**src/rtl/imm_pkg.sv**
```systemverilog
// Shared types for the decode-stage immediate generator.
// Format codes, major opcodes and the registered payload bundle.
package imm_pkg;

   typedef enum logic [2:0] {
      FMT_NONE = 3'd0,
      FMT_I    = 3'd1,
      FMT_S    = 3'd2,
      FMT_B    = 3'd3,
      FMT_U    = 3'd4,
      FMT_J    = 3'd5,
      FMT_Z    = 3'd6
   } imm_fmt_e;

   localparam logic [6:0] OPC_LOAD    = 7'b0000011;
   localparam logic [6:0] OPC_OPIMM   = 7'b0010011;
   localparam logic [6:0] OPC_OPIMM32 = 7'b0011011;
   localparam logic [6:0] OPC_JALR    = 7'b1100111;
   localparam logic [6:0] OPC_FENCE   = 7'b0001111;
   localparam logic [6:0] OPC_STORE   = 7'b0100011;
   localparam logic [6:0] OPC_BRANCH  = 7'b1100011;
   localparam logic [6:0] OPC_LUI     = 7'b0110111;
   localparam logic [6:0] OPC_AUIPC   = 7'b0010111;
   localparam logic [6:0] OPC_JAL     = 7'b1101111;
   localparam logic [6:0] OPC_SYSTEM  = 7'b1110011;
   localparam logic [6:0] OPC_OP      = 7'b0110011;
   localparam logic [6:0] OPC_OP32    = 7'b0111011;

   // XLEN-independent part of the payload; imm/target ride alongside it
   typedef struct packed {
      logic [31:0] instr;
      imm_fmt_e    fmt;
      logic        illegal;
   } dec_t;

endpackage

```
**src/rtl/immgen_pipe_skid_buf.sv**
```systemverilog
// Generic 2-entry valid/ready skid buffer with registered ready.
// Flush empties both entries and wins over an incoming transfer.
module skid_buf #(
   parameter int WIDTH = 8
) (
   input  logic             clk_i,
   input  logic             rst_i,
   input  logic             flush_i,
   input  logic             in_valid_i,
   output logic             in_ready_o,
   input  logic [WIDTH-1:0] in_data_i,
   output logic             out_valid_o,
   input  logic             out_ready_i,
   output logic [WIDTH-1:0] out_data_o
);

   logic             out_valid_q, out_valid_d;
   logic [WIDTH-1:0] out_data_q, out_data_d;
   logic             skid_valid_q, skid_valid_d;
   logic [WIDTH-1:0] skid_data_q, skid_data_d;
   logic             ready_q, ready_d;
   logic             in_fire, out_fire;

   assign in_fire  = in_valid_i & ready_q & ~flush_i;
   assign out_fire = out_valid_q & out_ready_i;

   always_comb begin
      out_valid_d  = out_valid_q;
      out_data_d   = out_data_q;
      skid_valid_d = skid_valid_q;
      skid_data_d  = skid_data_q;
      if (flush_i) begin
         out_valid_d  = 1'b0;
         skid_valid_d = 1'b0;
      end else begin
         if (out_fire) begin
            out_valid_d  = skid_valid_q;
            out_data_d   = skid_valid_q ? skid_data_q : out_data_q;
            skid_valid_d = 1'b0;
         end
         // ready_q implies skid is empty, so in_fire never collides with a skid move
         if (in_fire) begin
            if (!out_valid_q || out_fire) begin
               out_valid_d = 1'b1;
               out_data_d  = in_data_i;
            end else begin
               skid_valid_d = 1'b1;
               skid_data_d  = in_data_i;
            end
         end
      end
      ready_d = ~skid_valid_d;
   end

   always_ff @(posedge clk_i) begin
      if (rst_i) begin
         out_valid_q  <= 1'b0;
         out_data_q   <= '0;
         skid_valid_q <= 1'b0;
         skid_data_q  <= '0;
         ready_q      <= 1'b0;
      end else begin
         out_valid_q  <= out_valid_d;
         out_data_q   <= out_data_d;
         skid_valid_q <= skid_valid_d;
         skid_data_q  <= skid_data_d;
         ready_q      <= ready_d;
      end
   end

   assign in_ready_o  = ready_q;
   assign out_valid_o = out_valid_q;
   assign out_data_o  = out_data_q;

endmodule

```
**src/rtl/immgen_pipe.sv**
```systemverilog
// Decode-stage immediate generator: combinational decode of format,
// immediate and PC-relative target, registered through a skid buffer.
module immgen_pipe
   import imm_pkg::*;
#(
   parameter int XLEN = 32
) (
   input  logic            clk_i,
   input  logic            rst_i,
   input  logic            flush_i,
   input  logic            in_valid_i,
   output logic            in_ready_o,
   input  logic [31:0]     instr_i,
   input  logic [XLEN-1:0] pc_i,
   output logic            out_valid_o,
   input  logic            out_ready_i,
   output logic [31:0]     instr_o,
   output logic [XLEN-1:0] imm_o,
   output logic [2:0]      imm_fmt_o,
   output logic [XLEN-1:0] target_o,
   output logic            illegal_o
);

   if (XLEN != 32 && XLEN != 64) begin : g_bad_xlen
      $error("immgen_pipe: XLEN must be 32 or 64");
   end

   localparam int W = $bits(dec_t) + 2 * XLEN;

   dec_t            dec;
   dec_t            dec_o;
   logic [31:0]     imm32;
   logic [XLEN-1:0] imm;
   logic [XLEN-1:0] tgt;
   logic            tgt_en;
   logic [W-1:0]    in_data;
   logic [W-1:0]    out_data;

   always_comb begin
      dec.instr   = instr_i;
      dec.fmt     = FMT_NONE;
      dec.illegal = 1'b0;
      tgt_en      = 1'b0;
      if (instr_i[1:0] != 2'b11) begin
         dec.illegal = 1'b1;
      end else begin
         unique case (instr_i[6:0])
            OPC_LOAD, OPC_OPIMM,
            OPC_JALR, OPC_FENCE: dec.fmt = FMT_I;
            OPC_OPIMM32: begin
               if (XLEN == 64) dec.fmt = FMT_I;
               else dec.illegal = 1'b1;
            end
            OPC_STORE: dec.fmt = FMT_S;
            OPC_BRANCH: begin
               dec.fmt = FMT_B;
               tgt_en  = 1'b1;
            end
            OPC_LUI: dec.fmt = FMT_U;
            OPC_AUIPC: begin
               dec.fmt = FMT_U;
               tgt_en  = 1'b1;
            end
            OPC_JAL: begin
               dec.fmt = FMT_J;
               tgt_en  = 1'b1;
            end
            OPC_SYSTEM: dec.fmt = instr_i[14] ? FMT_Z : FMT_I;
            OPC_OP: dec.fmt = FMT_NONE;
            OPC_OP32: begin
               if (XLEN != 64) dec.illegal = 1'b1;
            end
            default: dec.illegal = 1'b1;
         endcase
      end
   end

   always_comb begin
      imm32 = '0;
      unique case (dec.fmt)
         FMT_I: imm32 = {{20{instr_i[31]}}, instr_i[31:20]};
         FMT_S: imm32 = {{20{instr_i[31]}}, instr_i[31:25],
                         instr_i[11:7]};
         FMT_B: imm32 = {{19{instr_i[31]}}, instr_i[31], instr_i[7],
                         instr_i[30:25], instr_i[11:8], 1'b0};
         FMT_U: imm32 = {instr_i[31:12], 12'b0};
         FMT_J: imm32 = {{11{instr_i[31]}}, instr_i[31], instr_i[19:12],
                         instr_i[20], instr_i[30:21], 1'b0};
         FMT_Z: imm32 = {27'b0, instr_i[19:15]};
         default: imm32 = '0;
      endcase
   end

   // zimm has bit 31 clear, so sign extension leaves it zero-extended
   assign imm = XLEN'(signed'(imm32));
   assign tgt = tgt_en ? (pc_i + imm) : '0;

   assign in_data = {dec, imm, tgt};

   skid_buf #(
      .WIDTH(W)
   ) u_skid (
      .clk_i      (clk_i),
      .rst_i      (rst_i),
      .flush_i    (flush_i),
      .in_valid_i (in_valid_i),
      .in_ready_o (in_ready_o),
      .in_data_i  (in_data),
      .out_valid_o(out_valid_o),
      .out_ready_i(out_ready_i),
      .out_data_o (out_data)
   );

   assign {dec_o, imm_o, target_o} = out_data;
   assign instr_o   = dec_o.instr;
   assign imm_fmt_o = dec_o.fmt;
   assign illegal_o = dec_o.illegal;

endmodule

```
**config.mk**
```make
export PLATFORM = sky130hd
export DESIGN_NAME = immgen_pipe
export DESIGN_NICKNAME = d
export VERILOG_FILES = /design/src/rtl/imm_pkg.sv /design/src/rtl/immgen_pipe_skid_buf.sv /design/src/rtl/immgen_pipe.sv
export SDC_FILE = /design/constraint.sdc
export NUM_CORES = 1
export LEC_CHECK = 0
export ABC_AREA = 1
export BUFFER_PORTS_ARGS = -buffer_cell sky130_fd_sc_hd__buf_2
export CORE_MARGIN = 10
export CORE_UTILIZATION = 40
export CTS_BUF_LIST = sky130_fd_sc_hd__clkbuf_4 sky130_fd_sc_hd__clkbuf_8
export CTS_CLUSTER_SIZE = 14
export DETAILED_ROUTE_END_ITERATION = 8
export PLACE_DENSITY = 0.68
export SYNTH_ARGS = -nofsm -noshare
export SYNTH_HDL_FRONTEND = slang
export SYNTH_SLANG_ARGS = --single-unit
```
**constraint.sdc**
```tcl
create_clock -name clk_i -period 3.1 [get_ports clk_i]
set_input_delay 0.62 -clock clk_i [delete_from_list [all_inputs] [get_ports clk_i]]
set_output_delay 0.62 -clock clk_i [all_outputs]
set_load 0.02 [all_outputs]
```
Yosys cells after proc, flatten, opt, wreduce, memory -nomap -nowiden. Index checks and enable logic that the tools add are counted.

Bits in registers: 203. Output and inout bits: 102.

Add/subtract/negate cells: 1. Equal/unequal tests: 18. Muxes and demuxes: 20. Bitwise gates (word level): 6. Reductions and logical operators: 8.

Operators by type and width (number): $mux 100 (4); $pmux 32 s6 (1); $add 32x32->32 (1); $mux 32 (1); $eq 7x7->1 const B (4); $eq 7x6->1 const B (3); $pmux 3 s6 (1); $eq 7x5->1 const B (2); $mux 1 (11); $reduce_or 11->1 (1); $eq 3x3->1 const B (3); $eq 7x2->1 const B (1); $eq 7x4->1 const B (1); $eq 3x2->1 const B (2); $mux 3 (2); $reduce_or 2->1 (2); $reduce_or 4->1 (1); $and 1x1->1 (3); $eq 3x1->1 const B (1); $not 1->1 (3); $reduce_and 3->1 (1); $reduce_or 3->1 (1); $ne 2x2->1 const B (1); $logic_not 1->1 (1); $logic_or 1x1->1 (1).

Depth between registers and ports, before layout. Gate-level depths: netlist of the first run.

Word-level depth: 10. Depth in mapped cells: 28. Gate-level depth less buffers: 28.

By module. A second synthesis of the first run with hierarchy kept.

Cell total of the unflattened synthesis: 2222. Area, all modules: 12946.2 um^2.

By module, submodules not included: skid_buf (instances 1, cells an instance 1673, area each 10114.7 um^2, seq. area each 4063.9 um^2); immgen_pipe (instances 1, cells an instance 549, area each 2831.5 um^2, seq. area each 0.0 um^2).

Worst setup path after synthesis of the first run. OpenSTA, ideal clock, no wires.

Kind: input -> register. Start: input instr_i[3]. End: register u_skid.out_data_q[23] (netlist: u_skid.out_data_o[23]). Setup time: 125 ps. Arrival: 3191 ps. Required time: 2975 ps. Slack: -216 ps. Cell stages on the path: 23. Path buffers: 0. Cell sequence: inv_1 nand2_1 nor2_1 nand3_1 nand2_2 inv_2 nand2_1 nor2_2 o21ai_4 o21ai_2 ha_1 nand2_1 nor2_1 inv_1 nor2_1 inv_1 or2_2 nand3_1 nand2_1 nand3_1 nand2_1 nand3_1 o21ai_0.

Longest elaborated chain between the ends: 10. Elaborated cells between the ends (all ways): 28. Those cells by class: add/sub (1); eq/ne (16); mux (8); reduce/logical (3).

Ends and longest elaborated chain: start, declared (line immgen_pipe.sv:13) `input logic [31:0] instr_i,`; $eq 7x2->1, or another cell as far along (line immgen_pipe.sv:47) `unique case (instr_i[6:0])`; $reduce_or 4->1 or $reduce_or 2->1 (tied branches); $pmux 3 s6 * (line immgen_pipe.sv:47); $mux 3 * (line immgen_pipe.sv:44) `if (instr_i[1:0] != 2'b11) begin`; $eq 3x3->1, or another cell as far along (line immgen_pipe.sv:80) `unique case (dec.fmt)`; $pmux 32 s6 * (line immgen_pipe.sv:80); named net imm[17] (line immgen_pipe.sv:33) `logic [XLEN-1:0] imm;`; $add 32x32->32 * (line immgen_pipe.sv:96) `assign tgt = tgt_en ? (pc_i + imm) : '0;`; $mux 32 * (line immgen_pipe.sv:96); $mux 100 * (line immgen_pipe_skid_buf.sv:43) `if (!out_valid_q || out_fire) begin`; $mux 100 * (line immgen_pipe_skid_buf.sv:42) `if (in_fire) begin`; end signal, assigned (line immgen_pipe_skid_buf.sv:64) `out_data_q <= out_data_d;`; end, declared (line immgen_pipe_skid_buf.sv:18) `logic [WIDTH-1:0] out_data_q, out_data_d;`.

Mark *: on every way through the listed nets, which the timed path passes. The rest lies on a longest branch. A chain may end at the register's enable or synchronous reset.

Worst setup path after layout of the first run.
Start: input instr_i[0]. End: register u_skid.out_data_q[21] (netlist: u_skid.out_data_o[21]).

Longest elaborated chain between the ends: 10. Elaborated cells between the ends (all ways): 29. Those cells by class: add/sub (1); eq/ne (17); mux (8); reduce/logical (3).

Ends and longest elaborated chain (line): $eq 7x2->1, or another cell as far along (immgen_pipe.sv:47); $reduce_or 4->1 or $reduce_or 2->1 (tied branches); $pmux 3 s6 (immgen_pipe.sv:47); $mux 3 * (immgen_pipe.sv:44); $eq 3x3->1, or another cell as far along (immgen_pipe.sv:80); $pmux 32 s6 * (immgen_pipe.sv:80); named net imm[12] (immgen_pipe.sv:33); $add 32x32->32 * (immgen_pipe.sv:96); $mux 32 * (immgen_pipe.sv:96); $mux 100 * (immgen_pipe_skid_buf.sv:43); $mux 100 * (immgen_pipe_skid_buf.sv:42).

Marked as above.

==> results of run 1 <==
[tightest hold or removal path, delay by kind of cell]
family / cells / cell delay, ns
buffers and inverters: 1 / 0.11
AND/OR/NAND/NOR: 2 / 0.13
[state kept, by name, summed over array words and instances (netlist names)]
name and count:
u_skid.out_data_o 100, u_skid.in_ready_o 1, u_skid.skid_data_q 100, u_skid.out_valid_o 1, u_skid.skid_valid_q 1
[power by group]
part	switching, mW	leakage (nW)	internal [mW]	total (mW)
combinational	0.657	5.55	0.447	1.10
clock	1.19	0.397	1.43	2.62
sequential	0.0335	1.64	2.67	2.70
[synthesized netlist by cell type, drive strengths merged]
| library cell | count | area, sq um |
|---|---|---|
| nor3 | 4 | 20.0 |
| fa | 1 | 20.0 |
| o311ai | 1 | 16.3 |
| nor2 | 157 | 597 |
| o221ai | 4 | 35.0 |
| o41ai | 1 | 8.76 |
| buf | 15 | 67.6 |
| ha | 31 | 388 |
| clkbuf | 86 | 324 |
| o32ai | 1 | 8.76 |
| a22o | 2 | 17.5 |
| o21a | 2 | 15.0 |
| a21o | 4 | 30.0 |
| o21bai | 8 | 60.1 |
| o31ai | 1 | 7.51 |
| nand3b | 6 | 45.0 |
| nand2 | 325 | 1250 |
| dfxtp | 203 | 4060 |
| mux2i | 4 | 40.0 |
| o211ai | 27 | 203 |
| o22ai | 48 | 300 |
| nand3 | 78 | 390 |
| a21boi | 9 | 67.6 |
| a21oi | 154 | 771 |
| inv | 204 | 766 |
| a31oi | 5 | 31.3 |
| nand4 | 10 | 62.6 |
| clkinv | 2 | 7.51 |
| o21ai | 300 | 1560 |
| or2 | 13 | 81.3 |
[final timing paths]
path	endpoint	slack, ns	depth (start not counted)
setup reg to reg	u_skid.out_data_o[92]	1.12	7
setup / recovery	u_skid.out_data_o[21]	0.1	26
hold / removal	u_skid.skid_data_q[81]	0.35	3
hold reg to reg	u_skid.out_data_o[18]	0.47	2
[area by class of cell]
class	count	area (sq um)	area share [%]
Inverter	206	801	5.02
Clock inverter	7	53.8	0.337
Multi-Input combinational cell	1196	7100	44.4
Tap cell	378	473	2.96
Sequential cell	203	4060	25.5
Clock buffer	54	687	4.30
Timing Repair Buffer	407	2790	17.5
[cells by family after synthesis]
| family | Yosys count | synth area share [%] |
|---|---|---|
| AND/OR/NAND/NOR | 593 | 21.7 |
| multiplexers | 4 | 0.356 |
| flip-flops | 203 | 36.1 |
| AO/OA/AOI/OAI | 567 | 27.8 |
| adder cells (fa/ha/maj) | 32 | 3.62 |
| buffers and inverters | 307 | 10.4 |
[stage by stage]
step | area (sq um) | setup WS, ns | total power, mW | hold slack, ns
3_3_place_gp | 14200 | -0.694 | 3.71 | 0.456
6_report | 16000 | 0.0979 | 6.43 | 0.354
5_1_grt | 16000 | -0.0613 | 6.70 | 0.341
3_5_place_dp | 14200 | -0.722 | 3.71 | 0.461
4_1_cts | 15100 | -0.0194 | 6.35 | 0.336
2_1_floorplan | 11500 | -0.0856 | 3.25 | 0.468
[per-layer routing]
metal / vias to the layer above / wire length (um) / track usage [%]
met4: 0 / 1490 / 8.49
met5: - / 0 / 0
met1: 5960 / 19300 / 31.0
met2: 467 / 20000 / 37.6
li1: 6389 / - / -
met3: 81 / 3210 / 4.79
[layout by cell type (no fill, tap or decap), drive strengths merged]
| cell | Yosys | routed |
|---|---|---|
| o211ai | 27 | 27 |
| clkinv | 2 | 6 |
| dfxtp | 203 | 203 |
| clkbuf | 86 | 54 |
| ha | 31 | 31 |
| fa | 1 | 1 |
| a31oi | 5 | 5 |
| o31ai | 1 | 1 |
| nand3 | 78 | 78 |
| a22o | 2 | 2 |
| o32ai | 1 | 1 |
| mux2i | 4 | 4 |
| a21o | 4 | 4 |
| o21bai | 8 | 8 |
| o311ai | 1 | 1 |
| nor3 | 4 | 4 |
| o221ai | 4 | 4 |
| nand3b | 6 | 6 |
| or2 | 13 | 13 |
| o21a | 2 | 2 |
| a21boi | 9 | 9 |
| o22ai | 48 | 48 |
| inv | 204 | 206 |
| nor2 | 157 | 157 |
| nand4 | 10 | 10 |
| o41ai | 1 | 1 |
| o21ai | 300 | 300 |
| a21oi | 154 | 154 |
| clkinvlp | 0 | 1 |
| buf | 15 | 407 |
| nand2 | 325 | 325 |
[timing repair]
item                       CTS  global route
gates resized for setup     39           192
hold endpoints to repair     0             0
setup endpoints to repair   26            54
pin swaps                   13            68
buffers inserted             2            19
hold buffers                 0             0
==> impl_metrics.tcl, run 1 <==
set metrics [dict create \
    status "complete, no violations" \
    synth_warnings 0 \
    grt_usage_pct 23.6 \
    worstSetupStartpoint "instr_i[0]" \
    fmax_ghz 0.333 \
    finalCritPeriodShare_pct 96.8 \
    ys_seq_area_share_pct 36.1 \
    die_width_um 188 \
    io_pins 171 \
    rows 61 \
    avgSynthCellArea_sq_um 6.60 \
    core_sq_mm 0.0278 \
    grt_pass1_wl_um 67900 \
    cts_inserted_buffers 37 \
    ys_types 40 \
    report.final.slew_viol_count 0 \
    drtIter0Drc 1224 \
    port_buffers 170 \
    reg2reg_from "u_skid.out_valid_o" \
    arrival_ns 3.45 \
    synth_nets 1807 \
    root_buffer "clkbuf_8" \
    fp.dieH_um 188 \
    clock_latency_ns 0.55 \
    drc 0 \
    vias 12900 \
    instances_no_fill 2451 \
    routabilityCongestion 1.01 \
    place_hpwl_um 31600 \
    hp-class "in -> reg" \
    die_area_sq_mm 0.0352 \
    grt_max_degree 127 \
    drt-total-wl_um 44100 \
    h-tree-depth 2 \
    max-vdd-ir-drop_uv 497 \
    crit_slowest_cell "ha_4" \
    first_pass_iters 5 \
    p_leak_nw 7.59 \
    dp_cells 2369 \
    p_per_area_mw_per_mm2 402 \
    clk_path_buf_depth 3 \
    clock-sinks 203 \
    cp-start-kind "input pin" \
    cts_tree "yes" \
    synth-seq-cells 203 \
    finalSetupViolCount 0 \
    diodes 0 \
    start_util_pct 40.5 \
    critical_path_peak_fanout 8 \
    drive_gt1_share_pct 33.0 \
    max_stage_delay_ns 0.31 \
    antenna_left 0 \
    critPathRequiredTime_ns 3.55 \
    vias_per_cell 5.26 \
    nets 2152 \
    rsz0062_at_grt "true" \
    clock-skew-final_ns 0.00923 \
    netlist_area_sq_mm 0.0113 \
    tightest_slew_ns 0.928 \
    finalHoldViolations 0 \
    grt-ovfl-total 0 \
    fillers 2655 \
    antenna_found_initial 0 \
    synthCells 1706 \
    area_growth_pct 41.9 \
    critPathTopFamily "simple AND/OR/NAND/NOR gates" \
    tns_ns 0 \
    slew_headroom_pct 38.0 \
    cp.buffers_inverters 6 \
    drv_cap 0 \
    end_kind "register" \
    min_from "instr_i[13]" \
    grt_pass1_vias 12200 \
    wl_per_cell_um 18.0 \
    final_core_util_pct 57.5 \
    path_class "in -> reg" \
    clk_pin_slew_worst_paths_ns 0.06 \
    fin_crit_ns 3.00 \
]
(Power assumes the default switching activity.)
==> run 2: changes to the inputs <==
- REMOVE_ABC_BUFFERS: default -> 1
==> impl_metrics.tcl, run 2 (same netlist as run 1, synthesis figures left out) <==
set metrics [dict create \
    status "complete, no violations" \
    die_width_um 188 \
    worstRegToRegCells 8 \
    max_stage_delay_ns 0.28 \
    core_sq_mm 0.0278 \
    drtIter0Drc 1006 \
    vias_per_cell 5.30 \
    drt-total-wl_um 42900 \
    power.internal_mw 4.81 \
    rr_endpoint "u_skid.skid_data_q[66]" \
    drv_cap 0 \
    crit_slowest_cell "ha_4" \
    path_class "in -> reg" \
    path_common_cell "nand2_1" \
    clock-skew-final_ns 0.0309 \
    p_leak_nw 7.50 \
    reg2reg_from "u_skid.out_valid_o" \
    wl_per_cell_um 17.7 \
    rsz0062_at_grt "true" \
    grt_max_degree 125 \
    port_buffers 170 \
    fillers 2698 \
    diodes 0 \
    postCtsHoldBufs 0 \
    p_clk_share_pct 43.7 \
    power_frac_comb_pct 16.0 \
    nets 2125 \
    finalCritPeriodShare_pct 96.9 \
    hold_depth 3 \
    io_pins 171 \
    fmax_ghz 0.333 \
    drive_gt1_share_pct 32.3 \
    cp.buffers_inverters 6 \
    root_buffer "clkbuf_8" \
    first_pass_iters 5 \
    finalHoldViolations 0 \
    arrival_ns 3.44 \
    swShare_pct 28.0 \
    finalSetupViolCount 0 \
    area_growth_pct 39.7 \
    cts_tree "yes" \
    antenna_found_initial 1 \
    place_hpwl_um 30300 \
    report.final.slew_viol_count 0 \
    p_seq_share_pct 40.3 \
    clock-sinks 203 \
    grt-ovfl-total 0 \
    hold_end "u_skid.skid_data_q[81]" \
    critPathTopFamily "simple AND/OR/NAND/NOR gates" \
    h-tree-depth 2 \
    antenna_left 0 \
    critical_path_peak_fanout 4 \
    grt_pass1_vias 12300 \
    p_total_mw 6.69 \
    grt_usage_pct 22.9 \
    end_kind "register" \
    fin_crit_ns 3.00 \
    final_cell_mix "285 x nand2_1, 236 x o21ai_0, 203 x dfxtp_1, 197 x buf_4, 179 x inv_1" \
    critPathRequiredTime_ns 3.53 \
    min_from "instr_i[13]" \
    fp.dieH_um 188 \
    clk_pin_slew_worst_paths_ns 0.06 \
    start_util_pct 40.5 \
    final_core_util_pct 56.6 \
    cts_inserted_buffers 37 \
    clock_latency_ns 0.55 \
    clk_path_buf_depth 3 \
    p_sw_mw 1.88 \
    regToRegSetupSlack_ns 1.10 \
    p_per_area_mw_per_mm2 425 \
    routabilityCongestion 0.924 \
    grt_pass1_wl_um 66400 \
    final_common_cell "nand2_1" \
    rows 61 \
    max-vdd-ir-drop_uv 376 \
    die_area_sq_mm 0.0352 \
    tightest_slew_ns 0.581 \
    drc 0 \
    slew_headroom_pct 60.7 \
    vias 12900 \
    hp-class "in -> reg" \
    cp-start-kind "input pin" \
]
[run 2: cell count changes in the layout (fill, tap and decap cells not counted), sizes merged]
cell,change
buf,-27
bufinv,+3
clkbuf,+1
clkinv,-1
inv,-1
clkinvlp,+1
[run 2: worst min-delay path: stages]
cell    delay, ns
buf_2        0.11
nor2_1       0.05
nor2_1       0.08
[run 2: cell type report]
cell class | instances | area, sq um | area share (%)
Sequential cell | 203 | 4060 | 25.8
Tap cell | 378 | 473 | 3.01
Timing Repair Buffer | 380 | 2540 | 16.2
Multi-Input combinational cell | 1196 | 7010 | 44.6
Clock buffer | 55 | 713 | 4.54
Clock inverter | 9 | 126 | 0.804
Inverter | 206 | 790 | 5.02
[run 2: worst max path at each step]
stage                    start  cells past startpoint  slack (ns)                      to
floorplan              flush_i                      6       -4.62  u_skid.skid_data_q[32]
global placement    instr_i[2]                     26       -0.90   u_skid.out_data_o[28]
detailed placement  instr_i[3]                     27       -0.94   u_skid.out_data_o[28]
CTS                 instr_i[4]                     24       -0.05   u_skid.out_data_o[13]
global route        instr_i[2]                     27       -0.09   u_skid.out_data_o[31]
finish              instr_i[4]                     27         0.1   u_skid.out_data_o[30]
[run 2: timing repair]
item,CTS,global route
cloned,0,0
pin swaps,5,68
setup buffers,4,9
resized for setup,58,201
endpoints found under the setup margin,39,54
[run 2: routing by layer]
metal	global-route usage (%)	wire length, um
met5	0	7
met4	6.34	1020
met3	4.99	3370
met2	37.4	19800
met1	29.7	18700
[run 2: through the flow]
| step | cell area (sq um) | hold WS, ns | setup TNS (ns) | setup slack, ns | instances |
|---|---|---|---|---|---|
| 5_1_grt | 15700 | 0.358 | -0.871 | -0.0888 | 2427 |
| 6_report | 15700 | 0.341 | 0 | 0.0957 | 2427 |
| 3_5_place_dp | 13800 | 0.457 | -35.73 | -0.938 | 2351 |
| 4_1_cts | 14900 | 0.341 | -0.138 | -0.0512 | 2419 |
| 2_1_floorplan | 10900 | 0.468 | -634.81 | -4.62 | 1605 |
| 3_3_place_gp | 13800 | 0.454 | -31.50 | -0.901 | 2351 |
[run 2: power by group through the flow]
stage	logic, mW	registers (mW)	clock network (mW)
2_1_floorplan	0.402	2.81	0
3_3_place_gp	0.908	2.75	0
3_5_place_dp	0.917	2.75	0
4_1_cts	0.953	2.70	2.96
5_1_grt	1.16	2.70	3.06
6_report	1.07	2.70	2.92
==> run 3: changes to the inputs <==
- CELL_PAD_IN_SITES_DETAIL_PLACEMENT: default -> 1
- CELL_PAD_IN_SITES_GLOBAL_PLACEMENT: default -> 2
- CORE_UTILIZATION: 40 -> 29
- PLACE_DENSITY: 0.68 -> 0.84
==> impl_metrics.tcl, run 3 (same netlist as run 1, synthesis figures left out) <==
set metrics [dict create \
    finalHoldViolations 0 \
    clock_latency_ns 0.58 \
    port_buffers 170 \
    fin_crit_ns 3.06 \
    clk_path_buf_depth 3 \
    wl_per_cell_um 19.7 \
    rsz0062_at_grt "true" \
    critPathRequiredTime_ns 3.56 \
    finalSetupViolCount 0 \
    max_stage_delay_ns 0.40 \
    final_cell_mix "285 x nand2_1, 236 x o21ai_0, 213 x buf_4, 203 x dfxtp_1, 188 x inv_1" \
    p_seq_share_pct 38.3 \
    drc 0 \
    arrival_ns 3.52 \
    drtIter0Drc 575 \
    clock-skew-final_ns 0.0235 \
    antenna_found_initial 0 \
    fmax_ghz 0.327 \
    p_leak_nw 7.68 \
    cts_tree "yes" \
    grt_max_degree 159 \
    crit_slowest_cell "fa_1" \
    end_kind "register" \
    grt_pass1_wl_um 77400 \
    path_common_cell "nand2_1" \
    design_area_sq_mm 0.0163 \
    met3_length_um 2220 \
    report.final.slew_viol_count 0 \
    cts_inserted_buffers 40 \
    clock-sinks 203 \
    h-tree-depth 2 \
    routabilityCongestion 0.924 \
    power.internal_mw 5.03 \
    max-vdd-ir-drop_uv 264 \
    cp-start-kind "input pin" \
    p_sw_mw 2.04 \
    start_util_pct 29.3 \
    die_area_sq_mm 0.0471 \
    vias 13200 \
    grt_pass1_vias 13600 \
    fillers 4870 \
    status "complete, no violations" \
    p_per_area_mw_per_mm2 433 \
    tightest_slew_ns 0.942 \
    slew_headroom_pct 37.1 \
    grt_usage_pct 20.5 \
    path_class "in -> reg" \
    antenna_left 0 \
    swShare_pct 28.8 \
    hp-class "in -> reg" \
    critPathTopFamily "simple AND/OR/NAND/NOR gates" \
    first_pass_iters 5 \
    grt-ovfl-total 0 \
    place_hpwl_um 35900 \
    p_clk_share_pct 45.7 \
    nets 2144 \
    drive_gt1_share_pct 33.5 \
    path_cells "buf_4, buf_4, nand3_1, a21oi_1, nor2_2, nand2_2, nand2_4, nor2_4, nand2_1, nand3_2, ha_4, fa_1, nand3_2, nand2_2, nand2_1, nand2_1, buf_4, nand4_1, nand3_2, buf_6, o21ai_4, nand2_1, nand2_1, nand2_1" \
    rows 72 \
    dr.max_layer_used "met4" \
    power_frac_comb_pct 16.0 \
    placed_cell_area_sq_mm 0.0141 \
    io_pins 171 \
    final_common_cell "nand2_1" \
    drv_cap 0 \
    finalCritPeriodShare_pct 98.7 \
    route.met2.wl_um 24400 \
    p_total_mw 7.06 \
    hold_ws_ns 0.328 \
    die_width_um 217 \
    core_sq_mm 0.0385 \
    critical_path_peak_fanout 4 \
    tns_ns 0 \
    clk_pin_slew_worst_paths_ns 0.06 \
    fp.dieH_um 217 \
    vias_per_cell 5.10 \
    root_buffer "clkbuf_8" \
    area_growth_pct 44.7 \
    drt-total-wl_um 51100 \
    cp.buffers_inverters 4 \
    wl_met1_um 23000 \
]
[run 3: repair_timing]
action / 4_1_cts / 5_1_grt
buffers inserted: 5 / 11
hold buffers: 0 / 0
pin swaps: 15 / 57
setup endpoints to repair: 49 / 55
gates resized for setup: 76 / 203
[run 3: per-layer routing]
metal  GRT usage [%]  vias up
met2            35.2      281
met1            26.2     6460
met3            3.18       84
met5               0        -
li1                -     6381
met4            5.57        0
[run 3: cell type report]
cell class                      count  area [sq um]  area share, %
Clock inverter                     10           140          0.860
Antenna cell                        1          2.50         0.0154
Inverter                          206           783           4.81
Clock buffer                       61           802           4.92
Multi-Input combinational cell   1196          7160           44.0
Sequential cell                   203          4060           25.0
Tap cell                          518           648           3.98
Timing Repair Buffer              396          2690           16.5
[run 3: final timing paths]
kind	slack, ns	endpoint	depth (start not counted)	startpoint
setup reg to reg	1.01	u_skid.skid_data_q[66]	8	u_skid.out_valid_o
hold reg to reg	0.47	u_skid.out_data_o[18]	2	u_skid.out_data_o[18]
hold / removal	0.33	u_skid.skid_data_q[79]	3	instr_i[11]
setup / recovery	0.04	u_skid.out_data_o[24]	24	instr_i[4]
[run 3: metrics by stage]
stage	setup WS [ns]	util (%)	std cells
after floorplan	-4.62	-	1605
after detailed placement	-1.16	36.6	2503
after global placement	-0.952	36.6	2503
final	0.0401	42.3	2591
after global routing	-0.121	42.3	2590
after CTS	-0.00481	40.0	2579
[run 3: tightest hold or removal path: stages]
cell	delay, ns
buf_2	0.11
nor2_1	0.05
nor2_1	0.08
[run 3: power by group through the flow]
| stage | Combinational [mW] | Sequential [mW] | Clock [mW] |
|---|---|---|---|
| final | 1.13 | 2.70 | 3.23 |
| after global routing | 1.23 | 2.71 | 3.42 |
| after CTS | 1.01 | 2.70 | 3.29 |
| after detailed placement | 0.964 | 2.76 | 0 |
| after global placement | 0.946 | 2.76 | 0 |
| after floorplan | 0.402 | 2.81 | 0 |
